==> config.mk <==
export PLATFORM = sky130hd
export DESIGN_NAME = gbp_index_queue
export DESIGN_NICKNAME = d
export VERILOG_FILES = /design/src/rtl/gbp_index_queue_pkg.sv /design/src/rtl/gbp_index_queue.sv
export SDC_FILE = /design/constraint.sdc
export NUM_CORES = 1
export LEC_CHECK = 0
export ABC_CLOCK_PERIOD_IN_PS = 7110
export BUFFER_PORTS_ARGS = -buffer_cell sky130_fd_sc_hd__buf_2
export CELL_PAD_IN_SITES_DETAIL_PLACEMENT = 0
export CELL_PAD_IN_SITES_GLOBAL_PLACEMENT = 2
export CORE_ASPECT_RATIO = 0.5
export CORE_UTILIZATION = 32
export CTS_CLUSTER_SIZE = 28
export DETAILED_ROUTE_END_ITERATION = 7
export GPL_ROUTABILITY_DRIVEN = 0
export GPL_TIMING_DRIVEN = 0
export HOLD_SLACK_MARGIN = 0.03
export PLACE_DENSITY_LB_ADDON = 0.1
export SKIP_LAST_GASP = 1
export SLEW_MARGIN = 20
export SYNTH_ARGS = -nofsm -noshare
export SYNTH_HDL_FRONTEND = slang
export SYNTH_SLANG_ARGS = --single-unit
==> constraint.sdc <==
create_clock -name clk_i -period 7.11 [get_ports clk_i]
set_input_delay 0 -clock clk_i [delete_from_list [all_inputs] [get_ports clk_i]]
set_output_delay 0 -clock clk_i [all_outputs]
set_load 0.05 [all_outputs]
==> src/rtl/gbp_index_queue_pkg.sv <==
// Shared types for the gshare index replay queue.
// The PC-to-fetch-block slicing lives here so the predictor and the queue use one definition.
package gbp_index_queue_pkg;

  localparam int unsigned VLEN            = 32;
  localparam bit          RVC             = 1'b1;
  localparam int unsigned INSTR_PER_FETCH = 2;
  localparam int unsigned GBP_INDEX_BITS  = 8;

  localparam int unsigned OFFSET    = RVC ? 1 : 2;
  localparam int unsigned BLK_SHIFT = OFFSET + $clog2(INSTR_PER_FETCH);
  localparam int unsigned BLK_BITS  = VLEN - BLK_SHIFT;
  localparam int unsigned NBR_BITS  = $clog2(INSTR_PER_FETCH) + 1;

  typedef logic [GBP_INDEX_BITS-1:0] gbp_index_t;
  typedef logic [BLK_BITS-1:0]       blk_addr_t;
  typedef logic [NBR_BITS-1:0]       nbr_t;

  typedef struct packed {
    logic            valid;
    logic [VLEN-1:0] pc;
    logic            taken;
  } bht_update_t;

  typedef struct packed {
    gbp_index_t index;
    blk_addr_t  blk_addr;
    nbr_t       remaining;
  } gbp_iq_entry_t;

  function automatic blk_addr_t gbp_blk_addr(input logic [VLEN-1:0] pc);
    return blk_addr_t'(pc >> BLK_SHIFT);
  endfunction

endpackage

==> src/rtl/gbp_index_queue.sv <==
// In-order queue of gshare indices captured at prediction time, replayed alongside
// resolved-branch updates so the predictor trains the entry it actually read.
module gbp_index_queue
  import gbp_index_queue_pkg::*;
#(
  parameter int unsigned DEPTH = 8
) (
  input  logic                     clk_i,
  input  logic                     rst_ni,
  input  logic                     flush_i,
  input  logic                     debug_mode_i,
  input  logic                     push_valid_i,
  output logic                     push_ready_o,
  input  gbp_index_t               push_index_i,
  input  logic [VLEN-1:0]          push_pc_i,
  input  nbr_t                     push_nbr_i,
  input  bht_update_t              resolve_i,
  output bht_update_t              bht_update_o,
  output gbp_index_t               update_index_o,
  output logic                     mismatch_o,
  output logic [$clog2(DEPTH):0]   count_o
);

  localparam int unsigned PTR_BITS = $clog2(DEPTH);
  localparam logic [PTR_BITS:0] FULL = (PTR_BITS + 1)'(DEPTH);

  gbp_iq_entry_t         r_entry [DEPTH];
  logic [DEPTH-1:0]      r_valid;
  logic [PTR_BITS-1:0]   r_wptr;
  logic [PTR_BITS-1:0]   r_rptr;
  logic [PTR_BITS:0]     r_count;
  bht_update_t           r_update;
  gbp_index_t            r_update_index;
  logic                  r_mismatch;

  gbp_iq_entry_t w_head;
  logic          w_nonempty;
  logic          w_act;
  logic          w_match;
  logic          w_last;
  logic          w_pop;
  logic          w_nbr_ok;
  logic          w_ready;
  logic          w_push;
  nbr_t          w_rem_dec;

  assign w_head     = r_entry[r_rptr];
  assign w_nonempty = (r_count != '0);
  assign w_act      = resolve_i.valid && !debug_mode_i && !flush_i;
  assign w_match    = w_nonempty && (w_head.blk_addr == gbp_blk_addr(resolve_i.pc));
  assign w_last     = (w_head.remaining == nbr_t'(1));
  // A mismatching resolve means the head block is stale; drop it rather than stall.
  assign w_pop      = w_act && w_nonempty && (!w_match || w_last);
  assign w_nbr_ok   = (push_nbr_i != '0) && (push_nbr_i <= nbr_t'(INSTR_PER_FETCH));
  assign w_ready    = (r_count < FULL) || w_pop;
  assign w_push     = push_valid_i && w_ready && w_nbr_ok && !flush_i;
  assign w_rem_dec  = (w_head.remaining == '0) ? '0 : w_head.remaining - nbr_t'(1);

  always_ff @(posedge clk_i or negedge rst_ni) begin
    if (!rst_ni) begin
      for (int i = 0; i < DEPTH; i++) r_entry[i] <= '0;
      r_valid        <= '0;
      r_wptr         <= '0;
      r_rptr         <= '0;
      r_count        <= '0;
      r_update       <= '0;
      r_update_index <= '0;
      r_mismatch     <= 1'b0;
    end else if (flush_i) begin
      r_valid        <= '0;
      r_wptr         <= '0;
      r_rptr         <= '0;
      r_count        <= '0;
      r_update       <= '0;
      r_update_index <= '0;
      r_mismatch     <= 1'b0;
    end else begin
      r_update       <= (w_act && w_match) ? resolve_i : '0;
      r_update_index <= (w_act && w_match) ? w_head.index : '0;
      r_mismatch     <= w_act && !w_match;

      if (w_act && w_match && !w_last) r_entry[r_rptr].remaining <= w_rem_dec;

      if (w_pop) begin
        r_valid[r_rptr] <= 1'b0;
        r_rptr          <= r_rptr + PTR_BITS'(1);
      end
      // Placed after the pop so a full-queue push+pop into the same slot leaves it valid.
      if (w_push) begin
        r_entry[r_wptr] <= '{index: push_index_i,
                             blk_addr: gbp_blk_addr(push_pc_i),
                             remaining: push_nbr_i};
        r_valid[r_wptr] <= 1'b1;
        r_wptr          <= r_wptr + PTR_BITS'(1);
      end

      case ({w_push, w_pop})
        2'b10:   r_count <= r_count + (PTR_BITS + 1)'(1);
        2'b01:   r_count <= r_count - (PTR_BITS + 1)'(1);
        default: r_count <= r_count;
      endcase
    end
  end

  assign push_ready_o   = w_ready;
  assign bht_update_o   = r_update;
  assign update_index_o = r_update_index;
  assign mismatch_o     = r_mismatch;
  assign count_o        = r_count;

  a_push_ready: assert property (@(posedge clk_i) disable iff (!rst_ni)
    push_valid_i |-> push_ready_o);
  a_push_nbr: assert property (@(posedge clk_i) disable iff (!rst_ni)
    (push_valid_i && !flush_i) |-> w_nbr_ok);
  a_count_max: assert property (@(posedge clk_i) disable iff (!rst_ni)
    r_count <= FULL);
  a_pop_nonempty: assert property (@(posedge clk_i) disable iff (!rst_ni)
    w_pop |-> (w_nonempty && r_valid[r_rptr]));

endmodule
After elaboration in Yosys (flattened, before gate mapping)
Cells that the tools add are included.
Widths: inputs -> output; s select.
{"block": "totals", "register_bits": 373, "input_bits": 81, "out_inout_bits": 48, "wordCells": 99}
{"block": "op_classes", "add_sub_neg": 5, "order_cmp": 6, "eq_ne": 4, "n_mux": 24, "bitwise_logic": 2, "reduce_logical": 26}
{"operator": "$mux 320", "count": 3}
{"operator": "$bwmux 320", "count": 2}
{"operator": "$demux 40 s3", "count": 2}
{"operator": "$bmux 40 s3", "count": 1}
{"operator": "$mux 40", "count": 3}
{"operator": "$mux 34", "count": 2}
{"operator": "$eq 30x30->1", "count": 1}
{"operator": "$mux 8", "count": 2}
{"operator": "$logic_and 1x1->1", "count": 14}
{"operator": "$mux 3", "count": 4}
{"operator": "$ge 4x4->1 const B", "count": 2}
{"operator": "$lt 4x1->1 const B", "count": 2}
{"operator": "$not 3->4", "count": 2}
{"operator": "$pmux 4 s2", "count": 1}
{"operator": "$add 3x1->3 const B", "count": 2}
{"operator": "$reduce_bool 2->1", "count": 3}
{"operator": "$add 4x1->4 const B", "count": 1}
{"operator": "$eq 2x1->1 const B", "count": 2}
{"operator": "$logic_not 1->1", "count": 4}
{"operator": "$lt 4x4->1 const B", "count": 1}
{"operator": "$mux 2", "count": 2}
{"operator": "$mux 4", "count": 1}
{"operator": "$reduce_bool 4->1", "count": 1}
{"operator": "$sub 4x1->4 const B", "count": 1}
{"operator": "7 further kinds", "count": 8}

Logic depth before layout (Yosys ltp)
Gate-level depths: netlist of run 1.
{"block": "logic_depth", "depth_word": 16, "mapped_depth": 19, "mapped_depth_nobuf": 13}

Worst setup path after synthesis of run 1
No wires, ideal clock.
{"block": "synth_timing", "kind": "reg-to-reg", "startpoint": "register r_rptr[0]", "endpoint": "register r_count[3], in the netlist count_o[3]", "setup_ns": 0.126, "arrival_ns": 4.768, "required_time_ns": 6.984, "path_slack_ns": 2.216, "stages_incl_launch_ff": 19, "n_path_buf": 5, "synth_period_minus_slack_ns": 4.894, "cell_sequence": "dfrtp_1 > buf_4 > buf_6 > buf_2 > buf_1 > mux4_2 > mux2i_1 > xor2_1 > or3b_2 > nor4_1 > nand4_1 > o21a_1 > buf_2 > and2_1 > ha_1 > a21o_1 > a21oi_1 > a311oi_1 > a311o_1"}
{"block": "synth_between", "elab_chain_cells": 16, "elab_cells_between_ends": 19, "classes_between": "4 x eq/ne; 5 x mux; 1 x bitwise; 9 x reduce/logical"}
{"item": "from (decl)", "line_no": "gbp_index_queue.sv:30", "source": "logic [PTR_BITS-1:0] r_rptr;"}
{"item": "from (signal assigned)", "line_no": "gbp_index_queue.sv:86", "source": "r_rptr <= r_rptr + PTR_BITS'(1);"}
{"item": "$not 3->4 (implied by the code) *", "line_no": "gbp_index_queue.sv:47", "source": "assign w_head = r_entry[r_rptr];"}
{"item": "$bmux 40 s3 *", "line_no": "gbp_index_queue.sv:47"}
{"item": "$mux 40 (implied by the code) * (2 in a row)", "line_no": "gbp_index_queue.sv:47"}
{"item": "$eq 30x30->1", "line_no": "gbp_index_queue.sv:50", "source": "assign w_match = w_nonempty && (w_head.blk_addr == gbp_blk_addr(resolve_i.pc));"}
{"item": "$logic_and 1x1->1", "line_no": "gbp_index_queue.sv:50"}
{"item": "$logic_not 1->1", "line_no": "gbp_index_queue.sv:53", "source": "assign w_pop = w_act && w_nonempty && (!w_match || w_last);"}
{"item": "$logic_or 1x1->1 *", "line_no": "gbp_index_queue.sv:53"}
{"item": "$logic_and 1x1->1 *", "line_no": "gbp_index_queue.sv:53"}
{"item": "$logic_or 1x1->1", "line_no": "gbp_index_queue.sv:55", "source": "assign w_ready = (r_count < FULL) || w_pop;"}
{"item": "$logic_and 1x1->1 (3 in a row)", "line_no": "gbp_index_queue.sv:56", "source": "assign w_push = push_valid_i && w_ready && w_nbr_ok && !flush_i;"}
{"item": "$eq 2x1->1 or $eq 2x2->1 (tied branches)", "line_no": "gbp_index_queue.sv:97", "source": "case ({w_push, w_pop})"}
{"item": "$pmux 4 s2", "line_no": "gbp_index_queue.sv:97"}
{"item": "$mux 4", "line_no": "gbp_index_queue.sv:69", "source": "end else if (flush_i) begin"}
{"item": "to (signal assigned)", "line_no": "gbp_index_queue.sv:98", "source": "2'b10: r_count <= r_count + (PTR_BITS + 1)'(1);"}
{"item": "to (signal assigned)", "line_no": "gbp_index_queue.sv:99", "source": "2'b01: r_count <= r_count - (PTR_BITS + 1)'(1);"}
{"item": "to (signal assigned)", "line_no": "gbp_index_queue.sv:100", "source": "default: r_count <= r_count;"}
{"item": "to (decl)", "line_no": "gbp_index_queue.sv:31", "source": "logic [PTR_BITS:0] r_count;"}
Mark *: on every way between the ends. The rest lies on a longest branch, timed or not. The select of a mux whose other input is x is not followed.
A chain may end at the register's enable or synchronous reset.

Final worst setup path of run 1
{"block": "layout_timing", "startpoint": "register r_rptr[1]", "endpoint": "register r_update, in the netlist bht_update_o[21]"}
{"block": "layout_between", "elab_chain_cells": 9}
{"item": "$not 3->4 (implied by the code)", "line_no": "gbp_index_queue.sv:47"}
{"item": "$bmux 40 s3", "line_no": "gbp_index_queue.sv:47"}
{"item": "$mux 40 (implied by the code) (2 in a row)", "line_no": "gbp_index_queue.sv:47"}
{"item": "$eq 30x30->1", "line_no": "gbp_index_queue.sv:50"}
{"item": "$logic_and 1x1->1", "line_no": "gbp_index_queue.sv:50"}
{"item": "$logic_and 1x1->1", "line_no": "gbp_index_queue.sv:78", "source": "r_update <= (w_act && w_match) ? resolve_i : '0;"}
{"item": "$mux 34", "line_no": "gbp_index_queue.sv:78"}
{"item": "$mux 34", "line_no": "gbp_index_queue.sv:69"}
{"item": "to (signal assigned)", "line_no": "gbp_index_queue.sv:78"}
{"item": "to (decl)", "line_no": "gbp_index_queue.sv:32", "source": "bht_update_t r_update;"}
Every way passes these cells. The select of a mux whose other input is x is not followed.

==> summary.txt, run 1 <==
Status
  – Run status: completed

STA
  – Setup Skew: 21.8 ps
  – Final Worst Setup Slack: 456 ps
  – Setup violators final: 0
  – Number of hold-slack violations in the final timing report: 0
  – Crit path time final: 6650 ps
  – Upper clock frequency limit: 150 MHz
  – Pins Over Slew Limit: 0
  – Share of the clock period used by the worst path: 93.6%
  – Total negative setup slack: 0 ps
  – Actual slew at the worst max-slew pin: 1090 ps
  – Unrepaired setup endpoints after global routing: no
  – Worst slew margin relative to its limit: 27.3%

Clock tree
  – H-tree levels: 2
  – Clock-pin slew on the worst setup and hold paths: 60 ps
  – Maximum clock insertion buffer count: 3
  – Clock latency on the worst-skew pair: 550 ps
  – Number of buffers added by the clock tree synthesis step: 38
  – CTS sink cnt: 373
  – Clk root buf: clkbuf_16
  – TritonCTS clock tree: done

Power and ir drop
  – Sw Pwr: 1.39 mW
  – Power density relative to cell area: 252 nW/µm²
  – Share of total power in sequential cells: 46.8%
  – Int Pwr: 3.88 mW
  – Total Power Consumption: 5.27 mW
  – Switching fraction of total power: 26.4%
  – Relative contribution of the clock network to total power: 37.5%
  – Peak ir drop on the vdd network: 0.128 mV
  – Gate power share: 15.6%
  – Total leakage power: 9.77 nW

Final layout
  – Layout Utilization: 39.8%
  – Design area: 20900 µm²
  – Synthesis-to-layout area growth: 21.3%
  – Number of nets in the layout: 1571
  – Layout cell share with drive strength beyond 1: 27.0%

Global routing
  – First-pass GRT wire length: 83900 µm
  – Global router's overall resource usage: 20.8%
  – GRT overflow: 0
  – Pin count of the biggest net entering global routing: 98
  – Initial antenna violation count: 2
  – Number of global-route vias before repair: 12400

Synth
  – Mean instance size in the synthesized netlist: 14.0 µm²
  – Biggest area contributors in the synthesized netlist: dfrtp_1 (54%), mux2_1 (13%), mux2_2 (9.3%), mux2i_1 (5.2%), mux4_2 (4.4%)
  – Fraction of registers with async set or reset after synthesis: 100%
  – Count of flip-flops with a built-in enable after synthesis: 0
  – Predominant post-synthesis flop cell: dfrtp_1
  – Library cell with the highest instance count after synthesis: dfrtp_1
  – Count of synthesis-stage warnings from yosys: 0
  – Largest area contributor in the synthesized netlist: dfrtp_1
  – Total of flip-flops plus latches after synthesis: 373
  – Share of the yosys chip area belonging to registers: 54.1%
  – Number of cells produced by synthesis: 1233
  – Number of nets in the synthesized netlist: 1319
  – Number of unique standard cell types used by synthesis: 63
  – Top cell type's share of synthesized area: 54.1%
  – Synth Cell Area: 17300 µm²
  – Leading post-synthesis cells by instance count: dfrtp_1 (373), mux2_1 (198), mux2_2 (143), mux2i_1 (89), and2_1 (36)

Setup path
  – Launching element type of the critical path: flip-flop
  – Required time of the critical path: 7590 ps
  – Maximum fanout along the worst path: 11
  – Setup CP Type: flip-flop to flip-flop
  – Arrival time at the worst endpoint: 7130 ps
  – Critical Path End Type: flip-flop

Detailed routing
  – Mean routed wirelength per cell: 25.2 µm
  – Total vias in the final route: 11400
  – First-pass DRT Iterations: 4
  – Post-Route WL: 55600 µm
  – Antenna Nets Post-Route: 0
  – DR DRC count: 0
  – Routed vias/inst: 5.14
  – Detailed router's first-iteration violation count: 726

Die
  – Initial standard-cell utilization of the core: 32.8%
  – Standard-cell rows: 59
  – Vertical die dimension: 166 µm
  – Top-Level Pins: 129
  – Width of the chip: 330 µm
  – Die Footprint: 54900 µm²
  – Area inside the core boundary: 52600 µm²

Placement
  – Area post-placement: 18900 µm²
  – Post-placement setup slack: -133 ps
  – HPWL after detailed placement: 38200 µm
  – Count of port buffers added during placement: 126

Flow run
  – Max-cap violation count: 0

Worst hold path
  – Hold WC Path Type: primary input to flip-flop
metal layers:
| layer | global-route usage [%] | share of wire [%] |
|---|---|---|
| met5 | 0 | 0 |
| met2 | 32.1 | 45 |
| met3 | 3.01 | 2.9 |
| met4 | 3.97 | 1.6 |
| met1 | 31.1 | 51 |
worst paths after layout:
check                              from          endpoint  slack (ps)  cells after the start
max                           r_rptr[1]  bht_update_o[21]         460                     17
min in group asynchronous        rst_ni      r_entry[315]         560                      4
max reg2reg                   r_rptr[1]  bht_update_o[21]         460                     17
min reg2reg                r_entry[223]      r_entry[223]         480                      1
max in group asynchronous        rst_ni      r_entry[217]        5350                      6
min                             flush_i        mismatch_o          50                      4
final cells by class:
cell class              count  area [µm²]
clock buffers              57        1120
repair buffers            212        1590
well taps                 701         877
plain buffers              79         349
fillers                  4972       31700
flip-flops and latches    373        9330
multi-input cells         773        7580
clock inverters             4        51.3
inverters                   8        30.0
diodes                      3        7.51
power groups by stage:
stage / sequential [mW] / clock, mW / combinational (mW)
6_report: 2.47 / 1.98 / 0.825
5_1_grt: 2.50 / 2.13 / 0.905
4_1_cts: 2.47 / 2.04 / 0.835
3_5_place_dp: 2.51 / 0 / 0.797
3_3_place_gp: 2.49 / 0 / 0.769
2_1_floorplan: 2.47 / 0 / 0.510
what timing repair did:
item                                   4_1_cts  5_1_grt
buffers inserted                             0        2
endpoints found under the hold margin      456        0
setup endpoints to repair                    1        2
hold buffers                                78        0
pin swaps                                    0        1
gates resized for setup                      2        0
critical path, cell delays in order, from the launching register on:
cell and delay (ps):
dfrtp_1 340, buf_2 270, buf_2 370, buf_2 420, buf_2 480, buf_2 570
mux4_2 390, mux2i_1 470, xnor2_1 190, nor4_1 290, nand2_1 250, or2_2 370
or2_2 310, clkbuf_1 210, nor2_2 440, buf_8 220, clkbuf_1 700, and2_1 240
logic make-up after synthesis:
| kind of cell | after synthesis | synth area share, % |
|---|---|---|
| muxes | 464 | 31.9 |
| DFF | 373 | 54.1 |
| and+or+nand+nor | 180 | 5.95 |
| AOI/OAI and AO/OA | 105 | 4.59 |
| buffers and inverters | 87 | 2.13 |
| xor gates and xnor gates | 19 | 0.964 |
| adders and majority gates | 5 | 0.406 |
flip-flops by register name, indices dropped and copies added (netlist names):
signal / count
r_entry: 320
bht_update_o: 34
update_index_o: 8
count_o: 4
r_rptr: 3
r_wptr: 3
mismatch_o: 1
cell usage in the layout (no fill, tap or decap), types with 11 or more instances in the layout:
cell type        n
a21oi_1         12
and2_1          36
buf_1           16
buf_2          150
clkbuf_1        43
clkbuf_16       39
dfrtp_1        373
dlygate4sd3_1   77
mux2_1         198
mux2_2         143
mux2i_1         89
mux4_2          34
nand2_1         17
nand2b_1        12
nor2_1          23
nor2b_1         14
nor3_1          20
nor4_1          11
o22ai_1         18
xnor2_1         15
per-stage QoR:
stage                     cells  hold slack [ps]
after detailed placement   2066            -42.9
final                      2210             52.6
after global placement     2060              207
after CTS                  2205             37.7
after floorplan            1233             -296
after global routing       2208             61.6
Note: power is estimated with default switching activity, not from simulation.
==> inputs of run 2 (changes only) <==
- CTS_BUF_LIST: not set -> sky130_fd_sc_hd__clkbuf_8
==> run 2 against run 1 <==
  * Routed wire length increased by 0.65%
  * Non-clock buffer count increased by 2
  * Sequential power about the same
  * Critical endpoint is now bht_update_o[18]
  * Global-route usage increased by 0.12 points
  * Highest routed layer unchanged
  * First-iteration DRC count decreased by 5.2%
  * Register-to-register slack got worse by 70 ps
==> summary.txt, run 2 (synthesis results as in run 1) <==
STA
  – Share of the clock period used by the worst path: 94.6% (+1.0 points)
  – Actual slew at the worst max-slew pin: 1140 ps (+48.3 ps)
  – Crit path time final: 6730 ps (+73.0 ps)
  – Setup Skew: 21.1 ps (-0.612 ps)
  – Final Worst Setup Slack: 383 ps (-73.0 ps)
  – Setup violators final: 0 (unchanged)
  – Unrepaired setup endpoints after global routing: no
  – Pins Over Slew Limit: 0 (unchanged)
  – Upper clock frequency limit: 149 MHz (-1.1%)
  – Number of hold-slack violations in the final timing report: 0 (unchanged)
  – Worst slew margin relative to its limit: 23.9% (-3.4 points)

Placement
  – Area post-placement: 18900 µm² (unchanged)
  – Post-placement setup slack: -133 ps (unchanged)
  – Count of port buffers added during placement: 126 (unchanged)
  – HPWL after detailed placement: 38200 µm (unchanged)

Die
  – Area inside the core boundary: 52600 µm² (unchanged)
  – Initial standard-cell utilization of the core: 32.8% (unchanged)
  – Width of the chip: 330 µm (unchanged)
  – Die Footprint: 54900 µm² (unchanged)
  – Standard-cell rows: 59 (unchanged)
  – Top-Level Pins: 129 (unchanged)
  – Vertical die dimension: 166 µm (unchanged)

Worst hold path
  – Hold WC Path Type: primary input to flip-flop

Global routing
  – Number of global-route vias before repair: 12600 (+1.5%)
  – Global router's overall resource usage: 21.0% (+0.12 points)
  – First-pass GRT wire length: 84100 µm (+0.26%)
  – Pin count of the biggest net entering global routing: 98 (unchanged)
  – GRT overflow: 0 (unchanged)
  – Initial antenna violation count: 3 (+1)

Detailed routing
  – Post-Route WL: 55900 µm (+0.65%)
  – DR DRC count: 0 (unchanged)
  – Routed vias/inst: 5.14 (about the same)
  – First-pass DRT Iterations: 4 (unchanged)
  – Antenna Nets Post-Route: 0 (unchanged)
  – Detailed router's first-iteration violation count: 688 (-5.2%)
  – Total vias in the final route: 11500 (+1.5%)
  – Mean routed wirelength per cell: 24.9 µm (-0.92%)

Power and ir drop
  – Switching fraction of total power: 28.0% (+1.6 points)
  – Power density relative to cell area: 241 nW/µm² (-4.2%)
  – Total leakage power: 9.82 nW (+0.57%)
  – Sw Pwr: 1.41 mW (+1.1%)
  – Share of total power in sequential cells: 49.2% (+2.4 points)
  – Gate power share: 16.4% (+0.8 points)
  – Relative contribution of the clock network to total power: 34.5% (-3.0 points)
  – Int Pwr: 3.62 mW (-6.8%)
  – Peak ir drop on the vdd network: 0.109 mV (-15%)

Setup path
  – Required time of the critical path: 7680 ps (+90 ps)
  – Arrival time at the worst endpoint: 7300 ps (+170 ps)
  – Setup CP Type: flip-flop to flip-flop
  – Maximum fanout along the worst path: 10 (-1)
  – Launching element type of the critical path: flip-flop
  – Critical Path End Type: flip-flop

Final layout
  – Design area: 20800 µm² (-0.49%)
  – Most flops, register: r_entry
  – Most frequent standard cell in the layout excluding fill and tap cells: dfrtp_1
  – Commonest cells after routing, fill and taps aside: dfrtp_1 (373), mux2_1 (198), buf_2 (150)
  – Flip-flop count of the largest register, all copies and words added: 320 (unchanged)
  – Number of nets in the layout: 1593 (+1.4%)
  – Synthesis-to-layout area growth: 20.7%
  – Layout cell share with drive strength beyond 1: 28.1% (+1.0 points)

Status
  – Run status: completed

Clock tree
  – CTS sink cnt: 373 (unchanged)
  – Clock-pin slew on the worst setup and hold paths: 60 ps (about the same)
  – H-tree levels: 2 (unchanged)
  – Maximum clock insertion buffer count: 3 (unchanged)
  – Clk root buf: clkbuf_8
  – Clock latency on the worst-skew pair: 650 ps (+100 ps)
  – TritonCTS clock tree: done
  – Number of buffers added by the clock tree synthesis step: 58 (+53%)

Flow run
  – Max-cap violation count: 0 (unchanged)
-- run 2: cell type report --
| type | instances | area, µm² |
|---|---|---|
| Clock inverter | 28 | 121 |
| Antenna cell | 1 | 2.50 |
| Inverter | 8 | 30.0 |
| Multi-Input combinational cell | 773 | 7580 |
| Fill cell | 5010 | 31800 |
| Sequential cell | 373 | 9330 |
| Buffer | 79 | 349 |
| Clock buffer | 68 | 936 |
| Tap cell | 701 | 877 |
| Timing Repair Buffer | 214 | 1610 |
-- run 2: repair_timing --
| action | 4_1_cts | 5_1_grt |
|---|---|---|
| hold buffers | 80 | 0 |
| pin swaps | 0 | 1 |
| setup endpoints to repair | 1 | 2 |
| resized for setup | 2 | 0 |
| endpoints found under the hold margin | 467 | 0 |
| buffers inserted | 0 | 2 |
-- run 2: metal layers --
layer	track usage, %	up-vias	part of all wire, %
li1	-	5111	-
met1	30.8	6102	49
met2	31.7	239	44
met3	3.70	90	4.1
met4	5.61	0	2.4
met5	0	-	0
-- run 2: final timing paths --
path	startpoint	to	slack [ps]	depth (start not counted)
max in group asynchronous	rst_ni	r_entry[217]	5430	6
hold reg to reg	r_entry[265]	r_entry[265]	480	1
hold / removal	resolve_i[2]	bht_update_o[2]	90	3
setup reg to reg	r_rptr[1]	bht_update_o[18]	380	17
min in group asynchronous	rst_ni	r_entry[315]	460	4
setup / recovery	r_rptr[1]	bht_update_o[18]	380	17
-- run 2: critical path: stages (launching register included) --
cell      delay (ps)
dfrtp_1          340
buf_2            280
buf_2            380
buf_2            420
buf_2            490
buf_2            590
mux4_2           400
mux2i_1          460
xnor2_1          190
nor4_1           290
nand2_1          260
or2_2            370
or2_2            310
clkbuf_1         210
nor2_2           440
buf_8            220
clkbuf_1         710
and2_1           230
-- run 2: through the flow --
stage	util [%]	power (mW)	hold WS, ps	setup TNS [ps]	instances
2_1_floorplan	-	2.98	-296	0	1233
3_3_place_gp	35.6	3.26	207	-440760	2060
3_5_place_dp	35.9	3.31	-42.9	-133	2066
4_1_cts	39.5	5.10	42.6	0	2242
5_1_grt	39.6	5.30	68.4	0	2244
6_report	39.6	5.03	88.3	0	2245
-- run 2: power by group through the flow --
stage	registers (mW)	clock network (mW)	logic, mW
2_1_floorplan	2.47	0	0.510
3_3_place_gp	2.49	0	0.769
3_5_place_dp	2.51	0	0.797
4_1_cts	2.47	1.80	0.837
5_1_grt	2.50	1.89	0.906
6_report	2.47	1.73	0.823
